==> config.mk <==
export PLATFORM = sky130hd
export DESIGN_NAME = mem_port_arbiter
export DESIGN_NICKNAME = d
export VERILOG_FILES = /design/src/rtl/mem_port_arbiter_pkg.sv /design/src/rtl/mem_port_arbiter_tag_fifo.sv /design/src/rtl/mem_port_arbiter.sv
export SDC_FILE = /design/constraint.sdc
export NUM_CORES = 1
export LEC_CHECK = 0
export BUFFER_PORTS_ARGS = -buffer_cell sky130_fd_sc_hd__buf_4
export CORE_UTILIZATION = 49
export DETAILED_ROUTE_END_ITERATION = 8
export PLACE_DENSITY_LB_ADDON = 0.1
export SLEW_MARGIN = 20
export SYNTH_ARGS = -nofsm -noshare
export SYNTH_HDL_FRONTEND = slang
export SYNTH_HIERARCHICAL = 1
export SYNTH_SLANG_ARGS = --single-unit
==> constraint.sdc <==
create_clock -name mem_clk -period 3.8 [get_ports mem_clk]
set_clock_uncertainty 0.15 [all_clocks]
set_input_delay 0.19 -clock mem_clk [delete_from_list [all_inputs] [get_ports mem_clk]]
set_output_delay 0.19 -clock mem_clk [all_outputs]
set_load 0.005 [all_outputs]
==> src/rtl/mem_port_arbiter_pkg.sv <==
// Shared constants and types for the SDRAM command-port arbiter.
// Owner encoding doubles as the tag-FIFO destination bit.
package mem_port_arbiter_pkg;
  localparam int ADDR_W = 22;
  localparam int DATA_W = 16;
  localparam int LEN_W  = 4;

  localparam logic PORT_VID = 1'b0;
  localparam logic PORT_USB = 1'b1;

  localparam logic [0:0] IDLE = 1'b0;
  localparam logic [0:0] HOLD = 1'b1;

  typedef struct packed {
    logic             owner;
    logic [LEN_W-1:0] len;
  } tag_t;
endpackage

==> src/rtl/mem_port_arbiter_tag_fifo.sv <==
// Small synchronous FIFO of outstanding read tags; head is visible combinationally.
// A push while full is accepted only when a pop frees the slot in the same cycle.
module mem_port_arbiter_tag_fifo #(
  parameter int WIDTH = 5,
  parameter int DEPTH = 4
) (
  input  logic             clk,
  input  logic             reset,
  input  logic             i_push,
  input  logic [WIDTH-1:0] i_wdata,
  input  logic             i_pop,
  output logic [WIDTH-1:0] o_head,
  output logic             o_full,
  output logic             o_empty
);
  localparam int AW = (DEPTH > 1) ? $clog2(DEPTH) : 1;

  logic [WIDTH-1:0] r_mem [DEPTH];
  logic [AW-1:0]    r_wr_ptr;
  logic [AW-1:0]    r_rd_ptr;
  logic [AW:0]      r_count;
  logic             w_push_ok;
  logic             w_pop_ok;

  assign o_full    = (r_count == (AW+1)'(DEPTH));
  assign o_empty   = (r_count == '0);
  assign w_pop_ok  = i_pop & ~o_empty;
  assign w_push_ok = i_push & (~o_full | w_pop_ok);
  assign o_head    = r_mem[r_rd_ptr];

  always_ff @(posedge clk) begin
    if (w_push_ok) r_mem[r_wr_ptr] <= i_wdata;
  end

  always_ff @(posedge clk) begin
    if (reset) begin
      r_wr_ptr <= '0;
      r_rd_ptr <= '0;
      r_count  <= '0;
    end else begin
      if (w_push_ok) r_wr_ptr <= r_wr_ptr + 1'b1;
      if (w_pop_ok)  r_rd_ptr <= r_rd_ptr + 1'b1;
      r_count <= r_count + (AW+1)'(w_push_ok) - (AW+1)'(w_pop_ok);
    end
  end
endmodule

==> src/rtl/mem_port_arbiter.sv <==
// Two-port arbiter (video scan-out, USB) in front of the SDRAM controller command port.
// Read beats are steered back to their issuer in order via the tag FIFO.
module mem_port_arbiter
  import mem_port_arbiter_pkg::*;
#(
  parameter int STARVE_MAX = 4,
  parameter int TAG_DEPTH  = 4
) (
  input  logic              mem_clk,
  input  logic              reset,
  input  logic              vid_req,
  input  logic [ADDR_W-1:0] vid_addr,
  input  logic [LEN_W-1:0]  vid_len,
  output logic              vid_ack,
  output logic              vid_rvalid,
  output logic [DATA_W-1:0] vid_rdata,
  input  logic              usb_req,
  input  logic              usb_we,
  input  logic [ADDR_W-1:0] usb_addr,
  input  logic [LEN_W-1:0]  usb_len,
  input  logic [DATA_W-1:0] usb_wdata,
  output logic              usb_ack,
  output logic              usb_rvalid,
  output logic [DATA_W-1:0] usb_rdata,
  output logic              cmd_valid,
  input  logic              cmd_ready,
  output logic              cmd_we,
  output logic [ADDR_W-1:0] cmd_addr,
  output logic [LEN_W-1:0]  cmd_len,
  output logic [DATA_W-1:0] cmd_wdata,
  input  logic              rd_valid,
  input  logic [DATA_W-1:0] rd_data,
  output logic              err
);
  localparam int SW = $clog2(STARVE_MAX + 1);

  logic [0:0]        r_state;
  logic              r_owner;
  logic              r_cmd_valid;
  logic              r_cmd_we;
  logic [ADDR_W-1:0] r_cmd_addr;
  logic [LEN_W-1:0]  r_cmd_len;
  logic [DATA_W-1:0] r_cmd_wdata;
  logic [SW-1:0]     r_starve_cnt;
  logic [LEN_W-1:0]  r_beat_cnt;
  logic              r_err;
  logic              r_vid_rvalid;
  logic              r_usb_rvalid;
  logic [DATA_W-1:0] r_vid_rdata;
  logic [DATA_W-1:0] r_usb_rdata;

  tag_t w_head;
  tag_t w_push_tag;
  logic w_full, w_empty, w_accept, w_push, w_pop, w_beat;
  logic w_vid_elig, w_usb_elig, w_vid_win, w_usb_win;

  assign w_accept   = r_cmd_valid & cmd_ready;
  assign w_push     = w_accept & ~r_cmd_we;
  assign w_push_tag = {r_owner, r_cmd_len};
  assign w_beat     = rd_valid & ~w_empty;
  assign w_pop      = w_beat & (r_beat_cnt == w_head.len);

  // Eligibility sees the full flag before any pop in this cycle.
  assign w_vid_elig = vid_req & ~w_full;
  assign w_usb_elig = usb_req & (usb_we | ~w_full);
  assign w_usb_win  = (r_state == IDLE) & w_usb_elig &
                      (~w_vid_elig | (r_starve_cnt == SW'(STARVE_MAX)));
  assign w_vid_win  = (r_state == IDLE) & w_vid_elig & ~w_usb_win;

  mem_port_arbiter_tag_fifo #(
    .WIDTH ($bits(tag_t)),
    .DEPTH (TAG_DEPTH)
  ) u_tag_fifo (
    .clk     (mem_clk),
    .reset   (reset),
    .i_push  (w_push),
    .i_wdata (w_push_tag),
    .i_pop   (w_pop),
    .o_head  (w_head),
    .o_full  (w_full),
    .o_empty (w_empty)
  );

  always_ff @(posedge mem_clk) begin
    if (reset) begin
      r_state      <= IDLE;
      r_owner      <= PORT_VID;
      r_cmd_valid  <= 1'b0;
      r_cmd_we     <= 1'b0;
      r_cmd_addr   <= '0;
      r_cmd_len    <= '0;
      r_cmd_wdata  <= '0;
      r_starve_cnt <= '0;
    end else begin
      if (r_state == IDLE) begin
        if (w_usb_win) begin
          r_state     <= HOLD;
          r_cmd_valid <= 1'b1;
          r_owner     <= PORT_USB;
          r_cmd_we    <= usb_we;
          r_cmd_addr  <= usb_addr;
          r_cmd_len   <= usb_we ? '0 : usb_len;
          r_cmd_wdata <= usb_wdata;
        end else if (w_vid_win) begin
          r_state     <= HOLD;
          r_cmd_valid <= 1'b1;
          r_owner     <= PORT_VID;
          r_cmd_we    <= 1'b0;
          r_cmd_addr  <= vid_addr;
          r_cmd_len   <= vid_len;
          r_cmd_wdata <= '0;
        end
      end else if (w_accept) begin
        r_state     <= IDLE;
        r_cmd_valid <= 1'b0;
      end

      if (!usb_req || w_usb_win) begin
        r_starve_cnt <= '0;
      end else if (w_vid_win && (r_starve_cnt != SW'(STARVE_MAX))) begin
        r_starve_cnt <= r_starve_cnt + 1'b1;
      end
    end
  end

  // Return path: beats with no outstanding tag are dropped and flagged.
  always_ff @(posedge mem_clk) begin
    if (reset) begin
      r_beat_cnt   <= '0;
      r_err        <= 1'b0;
      r_vid_rvalid <= 1'b0;
      r_usb_rvalid <= 1'b0;
      r_vid_rdata  <= '0;
      r_usb_rdata  <= '0;
    end else begin
      r_vid_rvalid <= w_beat & (w_head.owner == PORT_VID);
      r_usb_rvalid <= w_beat & (w_head.owner == PORT_USB);
      if (w_beat && (w_head.owner == PORT_VID)) r_vid_rdata <= rd_data;
      if (w_beat && (w_head.owner == PORT_USB)) r_usb_rdata <= rd_data;
      if (w_beat) r_beat_cnt <= w_pop ? '0 : r_beat_cnt + 1'b1;
      if (rd_valid && w_empty) r_err <= 1'b1;
    end
  end

  assign vid_ack    = w_accept & (r_owner == PORT_VID);
  assign usb_ack    = w_accept & (r_owner == PORT_USB);
  assign cmd_valid  = r_cmd_valid;
  assign cmd_we     = r_cmd_we;
  assign cmd_addr   = r_cmd_addr;
  assign cmd_len    = r_cmd_len;
  assign cmd_wdata  = r_cmd_wdata;
  assign vid_rvalid = r_vid_rvalid;
  assign vid_rdata  = r_vid_rdata;
  assign usb_rvalid = r_usb_rvalid;
  assign usb_rdata  = r_usb_rdata;
  assign err        = r_err;
endmodule
==> flow_metrics.tcl, run 1 <==
set metrics [dict create \
    port-buffer-count 171 \
    synth_top_area_share_pct 40.8 \
    finalSetupTns_ns 0 \
    yosysWarnings 6 \
    synth_fp_nets 609 \
    drive_gt1_share_pct 29.8 \
    yosysTopAreaCell "dfxtp_1" \
    nNetsFinal 863 \
    critPathCaptureType "register" \
    critPathKind "register to register" \
    clock_latency_ns 0.51 \
    htreeDepth 4 \
    cts-root-buf "clkbuf_8" \
    post_cts_buffers 0 \
    die_area_mm2 0.0101 \
    fin_crit_sh_pct 86.9 \
    post_dp_cell_area_mm2 0.00610 \
    cts_tree "done" \
    grt_pass1_vias 4857 \
    grt_max_degree 97 \
    rsz0062_at_grt "no" \
    grt_first_pass_wirelength_um 22800 \
    ir_worst_vdd_mv 0.282 \
    detailed_place_hpwl_um 8600 \
    avgSynthCellArea_um2 9.35 \
    worstMarginPinSlew_ns 1.10 \
    slew_headroom_pct 26.4 \
    cp-start-kind "register" \
    clock_path_buffers 2 \
    finalWorstSetupSlack_ns 0.498 \
    ys_ff_latch 117 \
    viasPerCell 5.23 \
    crit_required_ns 4.01 \
    synth_top_family_by_area "compound AO/OA/AOI/OAI gates" \
    drtIter0Drc 159 \
    maxCapViolCount 0 \
    cts.sinks 117 \
    cts_buffers 17 \
    synth_compound_area_share_pct 18.4 \
    postSynth.asyncResetShare_pct 0 \
    num_antenna_cells 0 \
    syn-cell-area_mm2 0.00476 \
    cts_resized 0 \
    finalWeightedCongestion 0.811 \
    synth_mux_area_share_pct 3.10 \
    hold_buffers 90 \
    ys_seq_area_share_pct 53.4 \
    ant_nets 0 \
    synth-edff-count 20 \
    fp-row-count 35 \
    synthSimpleGateAreaFrac_pct 16.4 \
    leakagePower_uw 0.00314 \
    total_power_uw 3390 \
    synth_xor_area_share_pct 2.21 \
    gr-total-overflow 0 \
    clk_pin_slew_ns 0.06 \
    crit_path_max_fanout 6 \
    synthAdderAreaFrac_pct 2.52 \
    firstDrtPassIters 4 \
    netlist_instances 509 \
    finalCoreUtilization_pct 81.2 \
    fmax_mhz 303 \
    pre_cts_ws_ns 0.524 \
    syn_to_final_growth_pct 59.2 \
    fp.dieW_um 101 \
    ys.flop_type "dfxtp_1" \
    status "complete, no violations" \
    finalSetupViolations 0 \
    rrSetupSlack_ns 0.50 \
    wl_um 14500 \
    drc_errors 0 \
    antenna_found_initial 0 \
    pin_count 172 \
    initial_core_util_pct 51.0 \
    synthTopCellsByArea "dfxtp_1 (41%), edfxtp_1 (13%), nand2_1 (10%), a21oi_1 (8.0%), a311oi_1 (4.2%)" \
    die-height_um 101 \
    synth.distinct_cells 50 \
    worstPathArrival_ns 3.51 \
    hold_path.class "input port to register" \
    power_density_mw_per_mm2 447 \
    core_area_mm2 0.00933 \
    track_usage_pct 29.0 \
    vias 4731 \
    hold_viol 0 \
    finish.instance_area_mm2 0.00758 \
    finalCriticalPeriod_ns 3.30 \
    wl_per_cell_um 16.0 \
    finalMaxSlewViolations 0 \
]
==> cells in the final DEF, fill, tap and decap left out, types with 15 or more instances in the layout <==
cell and instances:
edfxtp_1 20, nor2_1 15, nand2_1 131, a311oi_1 23, buf_4 177, o21ai_0 21
dlygate4sd3_1 90, a21oi_1 76, clkbuf_16 16, dfxtp_1 97
==> Yosys cell counts, types with 2 or more instances <==
| master | number |
|---|---|
| a21oi_1 | 76 |
| a22oi_1 | 4 |
| a311oi_1 | 23 |
| and2_1 | 2 |
| and2_2 | 4 |
| buf_2 | 8 |
| buf_4 | 4 |
| clkbuf_1 | 19 |
| dfxtp_1 | 97 |
| edfxtp_1 | 20 |
| ha_1 | 8 |
| inv_1 | 11 |
| mux2i_1 | 2 |
| mux4_2 | 5 |
| nand2_1 | 131 |
| nand2b_1 | 6 |
| nand3_1 | 3 |
| nor2_1 | 16 |
| nor2b_1 | 4 |
| nor3_1 | 4 |
| o21ai_0 | 21 |
| o21ai_1 | 2 |
| or3_1 | 2 |
| xnor2_1 | 6 |
| xor2_1 | 6 |
==> worst max-delay path: stages, from the launching register on <==
cell and delay [ns]:
dfxtp_1 0.51, mux4_2 0.55, xnor2_1 0.14, nand3_1 0.10, nor3_1 0.05, buf_4 0.16, o31ai_2 0.09, or2_1 0.20
a21bo_2 0.24, ha_1 0.19, fa_1 0.39, xnor2_1 0.20, xnor2_1 0.15, nor2_1 0.05
==> report_power, final <==
part	internal [uW]	total (uW)	switching, uW
Combinational	273	496	222
Clock	935	1520	585
Sequential	1330	1370	43.9
==> final timing paths <==
path | startpoint | depth (start not counted) | endpoint
max | register | 13 | u_tag_fifo/r_count[2]
min | usb_req | 4 | r_starve_cnt[0]
max reg2reg | register | 13 | u_tag_fifo/r_count[2]
min reg2reg | vid_rdata[8] | 2 | vid_rdata[8]
==> logic make-up (layout without fill, tap and decap cells) <==
group,Yosys count,count (layout)
AOI/OAI and AO/OA,138,138
xor gates and xnor gates,12,12
adders and majority gates,9,9
buffers and inverters,44,311
DFF,117,117
muxes,8,8
and+or+nand+nor,181,181
==> stage by stage <==
step	hold WS [ns]	std cells
after floorplan	0.159	509
after global placement	0.260	783
after detailed placement	0.265	783
after CTS	0.0169	905
after global routing	0.0526	905
final	0.0341	905
==> layout make-up <==
cell class | instances | area (um2)
clock inverters | 15 | 156
well taps | 129 | 161
clock buffers | 17 | 414
multi-input cells | 348 | 2030
flip-flops and latches | 117 | 2540
inverters | 12 | 45.0
fillers | 585 | 1750
repair buffers | 267 | 2230
==> registers in the layout, indices dropped and copies added (netlist names), 2 cells and up, named ones only <==
signal,count
cmd_wdata,16
u_tag_fifo/r_mem,20
usb_rdata,16
u_tag_fifo/r_wr_ptr,2
vid_rdata,16
u_tag_fifo/r_rd_ptr,2
r_beat_cnt,4
r_starve_cnt,3
cmd_addr,22
cmd_len,4
u_tag_fifo/r_count,3
==> layer usage <==
metal	wire length [um]	global-route usage [%]	vias up	share of wire (%)
met1	5660	30.6	2232	39
met3	909	7.77	40	6.3
li1	-	-	2270	-
met4	501	15.3	0	3.4
met2	7450	52.7	189	51
met5	0	0	-	0
No activity file was read; power rests on OpenSTA's default activity.
==> run 2, diff against run 1 <==
Settings changed: CORE_ASPECT_RATIO from default to 2.
==> run 2 against run 1 <==
  * Worst hold slack better by 0.070 ns
  * Largest cell class unchanged
  * Core utilization shrank 1.5 points
  * Die area rose by 0.23%
  * Register-to-register slack got worse by 0.04 ns
  * First-iteration DRC count up 17%
==> flow_metrics.tcl, run 2 (synthesized netlist as in run 1, its figures left out) <==
set metrics [dict create \
    cts_tree "done" \
    slew_headroom_pct 27.3 \
    maxCapViolCount 0 \
    num_antenna_cells 0 \
    finalWeightedCongestion 0.798 \
    post_dp_cell_area_mm2 0.00607 \
    hold_path.class "input port to register" \
    fp.dieW_um 71.7 \
    finalSetupTns_ns 0 \
    initial_core_util_pct 50.7 \
    crit_path_max_fanout 6 \
    post_cts_buffers 0 \
    route.met2.wl_um 8000 \
    die-height_um 141 \
    crit_required_ns 3.91 \
    rrSetupSlack_ns 0.46 \
    final_common_cell "buf_4" \
    fin_crit_sh_pct 87.8 \
    fmax_mhz 300 \
    cts_resized 0 \
    dr_wl_met3_um 634 \
    track_usage_pct 28.6 \
    total_power_uw 3310 \
    grt_pass1_vias 4854 \
    cp.buffers_inverters 1 \
    crit_end "u_tag_fifo/r_count[2]" \
    largest_reg_flops 22 \
    clk_pin_slew_ns 0.05 \
    wl_um 14200 \
    gr-total-overflow 0 \
    finalCoreUtilization_pct 79.8 \
    fp-row-count 50 \
    drc_errors 0 \
    ir_worst_vdd_mv 0.342 \
    cpMaxStageDelayCell "mux4_2" \
    worstPathArrival_ns 3.45 \
    critPathMaxStageDelay_ns 0.57 \
    critPathTopFamily "multiplexers" \
    hold_viol 0 \
    finalWorstSetupSlack_ns 0.463 \
    pin_count 172 \
    cp_num_cells 13 \
    power_density_mw_per_mm2 442 \
    finish.instance_area_mm2 0.00748 \
    reg2regPathDepth 13 \
    drtIter0Drc 186 \
    antenna_found_initial 0 \
    rsz0062_at_grt "no" \
    nNetsFinal 860 \
    timing.rr.end "u_tag_fifo/r_count[2]" \
    highest_layer "met4" \
    critPathCaptureType "register" \
    wl_met1_um 5030 \
    clock_latency_ns 0.41 \
    worstMarginPinSlew_ns 1.09 \
    finalSetupViolations 0 \
    grt_first_pass_wirelength_um 22200 \
    layout_common_cells "buf_4 (177), nand2_1 (131), dfxtp_1 (97), dlygate4sd3_1 (87), a21oi_1 (76)" \
    hold_depth 4 \
    vias 4747 \
    ant_nets 0 \
    wl_per_cell_um 16.2 \
    die_area_mm2 0.0101 \
    grt_max_degree 97 \
    syn_to_final_growth_pct 57.3 \
    clock_path_buffers 2 \
    drive_gt1_share_pct 29.4 \
    critPathKind "register to register" \
    crit_top_cell "xnor2_1" \
    cts-root-buf "clkbuf_16" \
    core_area_mm2 0.00938 \
    cp-start-kind "register" \
    firstDrtPassIters 5 \
    leakagePower_uw 0.00311 \
    cts.sinks 117 \
    finalCriticalPeriod_ns 3.34 \
    finalMaxSlewViolations 0 \
    cp_cell_sequence "mux4_2, xnor2_1, nand3_1, nor3_1, buf_4, o31ai_2, or2_1, a21bo_2, ha_1, fa_1, xnor2_1, xnor2_1, nor2_1" \
    cts_buffers 17 \
    status "complete, no violations" \
    htreeDepth 4 \
    viasPerCell 5.41 \
    detailed_place_hpwl_um 8790 \
    pre_cts_ws_ns 0.454 \
    port-buffer-count 171 \
]
[run 2: changes by cell type in the layout (fill, tap and decap cells not counted), sizes merged]
cell / delta
clkinvlp: +2
inv: -2
dlygate4sd3: -3
clkbuf: +1
bufinv: -1
[run 2: stage by stage]
step                instances  hold slack, ns
global route              877           0.120
global placement          758           0.259
finish                    877           0.104
floorplan                 509           0.159
detailed placement        758           0.279
CTS                       877           0.103
[run 2: repair_timing]
action	4_1_cts	5_1_grt
endpoints found under the setup margin	0	0
hold buffers	87	0
endpoints found under the hold margin	77	0
[run 2: worst min path at each step]
stage          startpoint              end
6_report          vid_req  r_starve_cnt[1]
4_1_cts           vid_req  r_starve_cnt[1]
5_1_grt           vid_req  r_starve_cnt[1]
2_1_floorplan   cmd_ready        cmd_valid
3_3_place_gp    cmd_ready        cmd_valid
3_5_place_dp   usb_len[3]       cmd_len[3]
[run 2: routing by layer]
metal | up-vias | global-route usage (%)
met2 | 172 | 53.9
met4 | 0 | 14.7
met1 | 2261 | 27.5
met5 | - | 0
li1 | 2269 | -
met3 | 45 | 7.32
[run 2: power by group]
part           internal, uW  switching (uW)  leakage [uW]
clock                   888             560      0.000253
sequential             1330            49.1      0.000977
combinational           271             213       0.00188
total                  2490             822       0.00311
[run 2: worst register-to-register path, stage by stage, from the launching register on]
cell and delay, ns:
dfxtp_1 0.51, mux4_2 0.57, xnor2_1 0.14, nand3_1 0.10
nor3_1 0.06, buf_4 0.16, o31ai_2 0.10, or2_1 0.20
a21bo_2 0.24, ha_1 0.19, fa_1 0.38, xnor2_1 0.18
xnor2_1 0.15, nor2_1 0.06
[run 2: final cells by class]
cell class	count	area [um2]
Sequential cell	117	2540
Timing Repair Buffer	264	2200
Multi-Input combinational cell	348	2030
Fill cell	609	1900
Clock buffer	18	429
Tap cell	104	130
Clock inverter	14	113
Inverter	12	45.0
==> run 3, diff against run 2 <==
Settings changed: ABC_AREA from default to 1, CORE_MARGIN from default to 8, CORE_UTILIZATION 49 to 50.
==> run 3 against run 2 <==
  * Via count rose by 14%
  * Clock power increased by 6%
  * Maximum frequency is 6.4% higher
  * Register-to-register slack gained 0.20 ns
  * Total power increased by 6.8%
  * Cell count is 21% higher
  * Worst setup slack gained 0.20 ns
  * Largest power group unchanged
  * Highest routed layer unchanged
==> flow_metrics.tcl, run 3 <==
set metrics [dict create \
    syn_to_final_growth_pct 52.2 \
    wl_per_cell_um 16.4 \
    hold_depth 5 \
    cts.sinks 117 \
    seq_area_mm2 0.00254 \
    yosysWarnings 6 \
    firstDrtPassIters 5 \
    cts_resized 0 \
    grt_max_degree 51 \
    wl_um 17300 \
    whs_ns 0.0228 \
    min_from "vid_len[1]" \
    yosysTopAreaCell "dfxtp_1" \
    gr-total-overflow 0 \
    nNetsFinal 1009 \
    critPathCaptureType "register" \
    slew_headroom_pct 44.6 \
    critPathKind "register to register" \
    finalWeightedCongestion 0.847 \
    fp-row-count 52 \
    die-height_um 159 \
    final_common_cell "buf_4" \
    hold_buffers 81 \
    synth_top_area_share_pct 37.9 \
    pin_count 172 \
    avgSynthCellArea_um2 7.65 \
    ys.flop_type "dfxtp_1" \
    fmax_mhz 319 \
    viasPerCell 5.12 \
    hold_path.class "input port to register" \
    maxCapViolCount 0 \
    postSynth.asyncResetShare_pct 0 \
    status "complete, no violations" \
    initial_core_util_pct 50.8 \
    n_fill_cell 680 \
    reg2regPathDepth 10 \
    placedCellCount 944 \
    ys_top_cells_by_count "nand2_1 (119), dfxtp_1 (97), nand3_1 (97)" \
    drc_errors 0 \
    port-buffer-count 171 \
    post_cts_buffers 0 \
    ys_ff_latch 117 \
    detailed_place_hpwl_um 11500 \
    die_area_mm2 0.0139 \
    htreeDepth 4 \
    drtIter0Drc 267 \
    track_usage_pct 25.2 \
    timing.rr.end "cmd_addr[12]" \
    ys_seq_area_share_pct 49.6 \
    ir_worst_vdd_mv 0.364 \
    finalWorstSetupSlack_ns 0.662 \
    vias 5415 \
    post_dp_cell_area_mm2 0.00641 \
    rrSetupSlack_ns 0.66 \
    multiInputGateArea_mm2 0.00206 \
    clock_latency_ns 0.41 \
    fp.dieW_um 87.6 \
    finish.instance_area_mm2 0.00780 \
    min_to "cmd_len[1]" \
    netlist_instances 670 \
    reg2reg_from "u_tag_fifo/r_count[1]" \
    clk_pin_slew_ns 0.05 \
    layoutNonFillerInstCount 1057 \
    largest_reg_flops 22 \
    finalMaxSlewViolations 0 \
    ant_nets 0 \
    grt_pass1_vias 5825 \
    cts-root-buf "clkbuf_16" \
    finalSetupTns_ns 0 \
    crit_path_max_fanout 49 \
    clock_path_buffers 2 \
    cts_buffers 17 \
    core_area_mm2 0.0101 \
    hold_viol 0 \
    finalSetupViolations 0 \
    synth.distinct_cells 29 \
    antenna_found_initial 0 \
    syn-cell-area_mm2 0.00512 \
    synth_fp_nets 770 \
    grt_first_pass_wirelength_um 27700 \
    synthTopCellsByArea "dfxtp_1 (38%), edfxtp_1 (12%), nand3_1 (9.5%), nand2_1 (8.7%), nor2_1 (6.1%)" \
    fin_crit_sh_pct 82.6 \
    drive_gt1_share_pct 24.7 \
    worstMarginPinSlew_ns 0.830 \
    yosysMostFrequentCell "nand2_1" \
    crit_required_ns 3.96 \
    cts_tree "done" \
    num_antenna_cells 0 \
    power_density_mw_per_mm2 453 \
    cp-start-kind "register" \
    worstPathArrival_ns 3.29 \
    finalCriticalPeriod_ns 3.14 \
    rsz0062_at_grt "no" \
    leakagePower_uw 0.00373 \
    pre_cts_ws_ns 0.756 \
    synth-edff-count 20 \
    layout_common_cells "buf_4 (174), nand2_1 (119), nand3_1 (97), dfxtp_1 (97), nor2_1 (83)" \
]
-- run 3: cell type report --
class | instances | share of cell area [%]
well taps | 135 | 2.17
clock buffers | 21 | 6.16
inverters | 88 | 4.23
multi-input cells | 430 | 26.5
clock inverters | 11 | 1.25
repair buffers | 255 | 27.1
flip-flops and latches | 117 | 32.6
-- run 3: cell families after synthesis --
family / after synthesis / synth area share [%]
XOR/XNOR: 3 / 0.513
AO/OA/AOI/OAI: 104 / 10.5
AND/OR/NAND/NOR: 314 / 26.9
adder cells (fa/ha/maj): 9 / 2.34
buffers and inverters: 123 / 10.1
flip-flops: 117 / 49.6
-- run 3: how the worst max path moves through the flow --
stage	start	to	cells past startpoint	slack [ns]
detailed placement	register	u_tag_fifo/r_count[2]	17	0.76
CTS	u_tag_fifo/r_count[1]	cmd_addr[15]	10	0.68
floorplan	register	u_tag_fifo/r_count[2]	17	1.32
global placement	register	u_tag_fifo/r_count[2]	17	0.91
finish	u_tag_fifo/r_count[1]	cmd_addr[12]	10	0.66
global route	register	u_tag_fifo/r_count[2]	17	0.36
-- run 3: where the power goes --
part	internal, uW	switching, uW	total [uW]
clock	967	559	1530
combinational	300	310	609
sequential	1340	54.7	1400
-- run 3: metal layers --
metal	global-route usage, %	share of wire [%]
met1	22.4	33
met2	47.2	56
met3	8.22	7.2
met4	13.4	4.0
met5	0	0
-- run 3: worst max-delay path: stages, from the launching register on --
cell and delay (ns):
dfxtp_1 0.36, inv_1 0.09, nand2_1 0.08, nor2_1 0.11, inv_2 0.09, nand3_2 0.42
nand2_2 0.82, nand3_1 0.17, dlygate4sd3_1 0.60, nand2_1 0.09, inv_1 0.04
-- run 3: per-stage QoR --
step	power, uW	utilization, %
2_1_floorplan	1680	-
3_3_place_gp	1900	63.6
3_5_place_dp	1920	63.6
4_1_cts	3540	77.4
5_1_grt	3670	77.4
6_report	3530	77.4
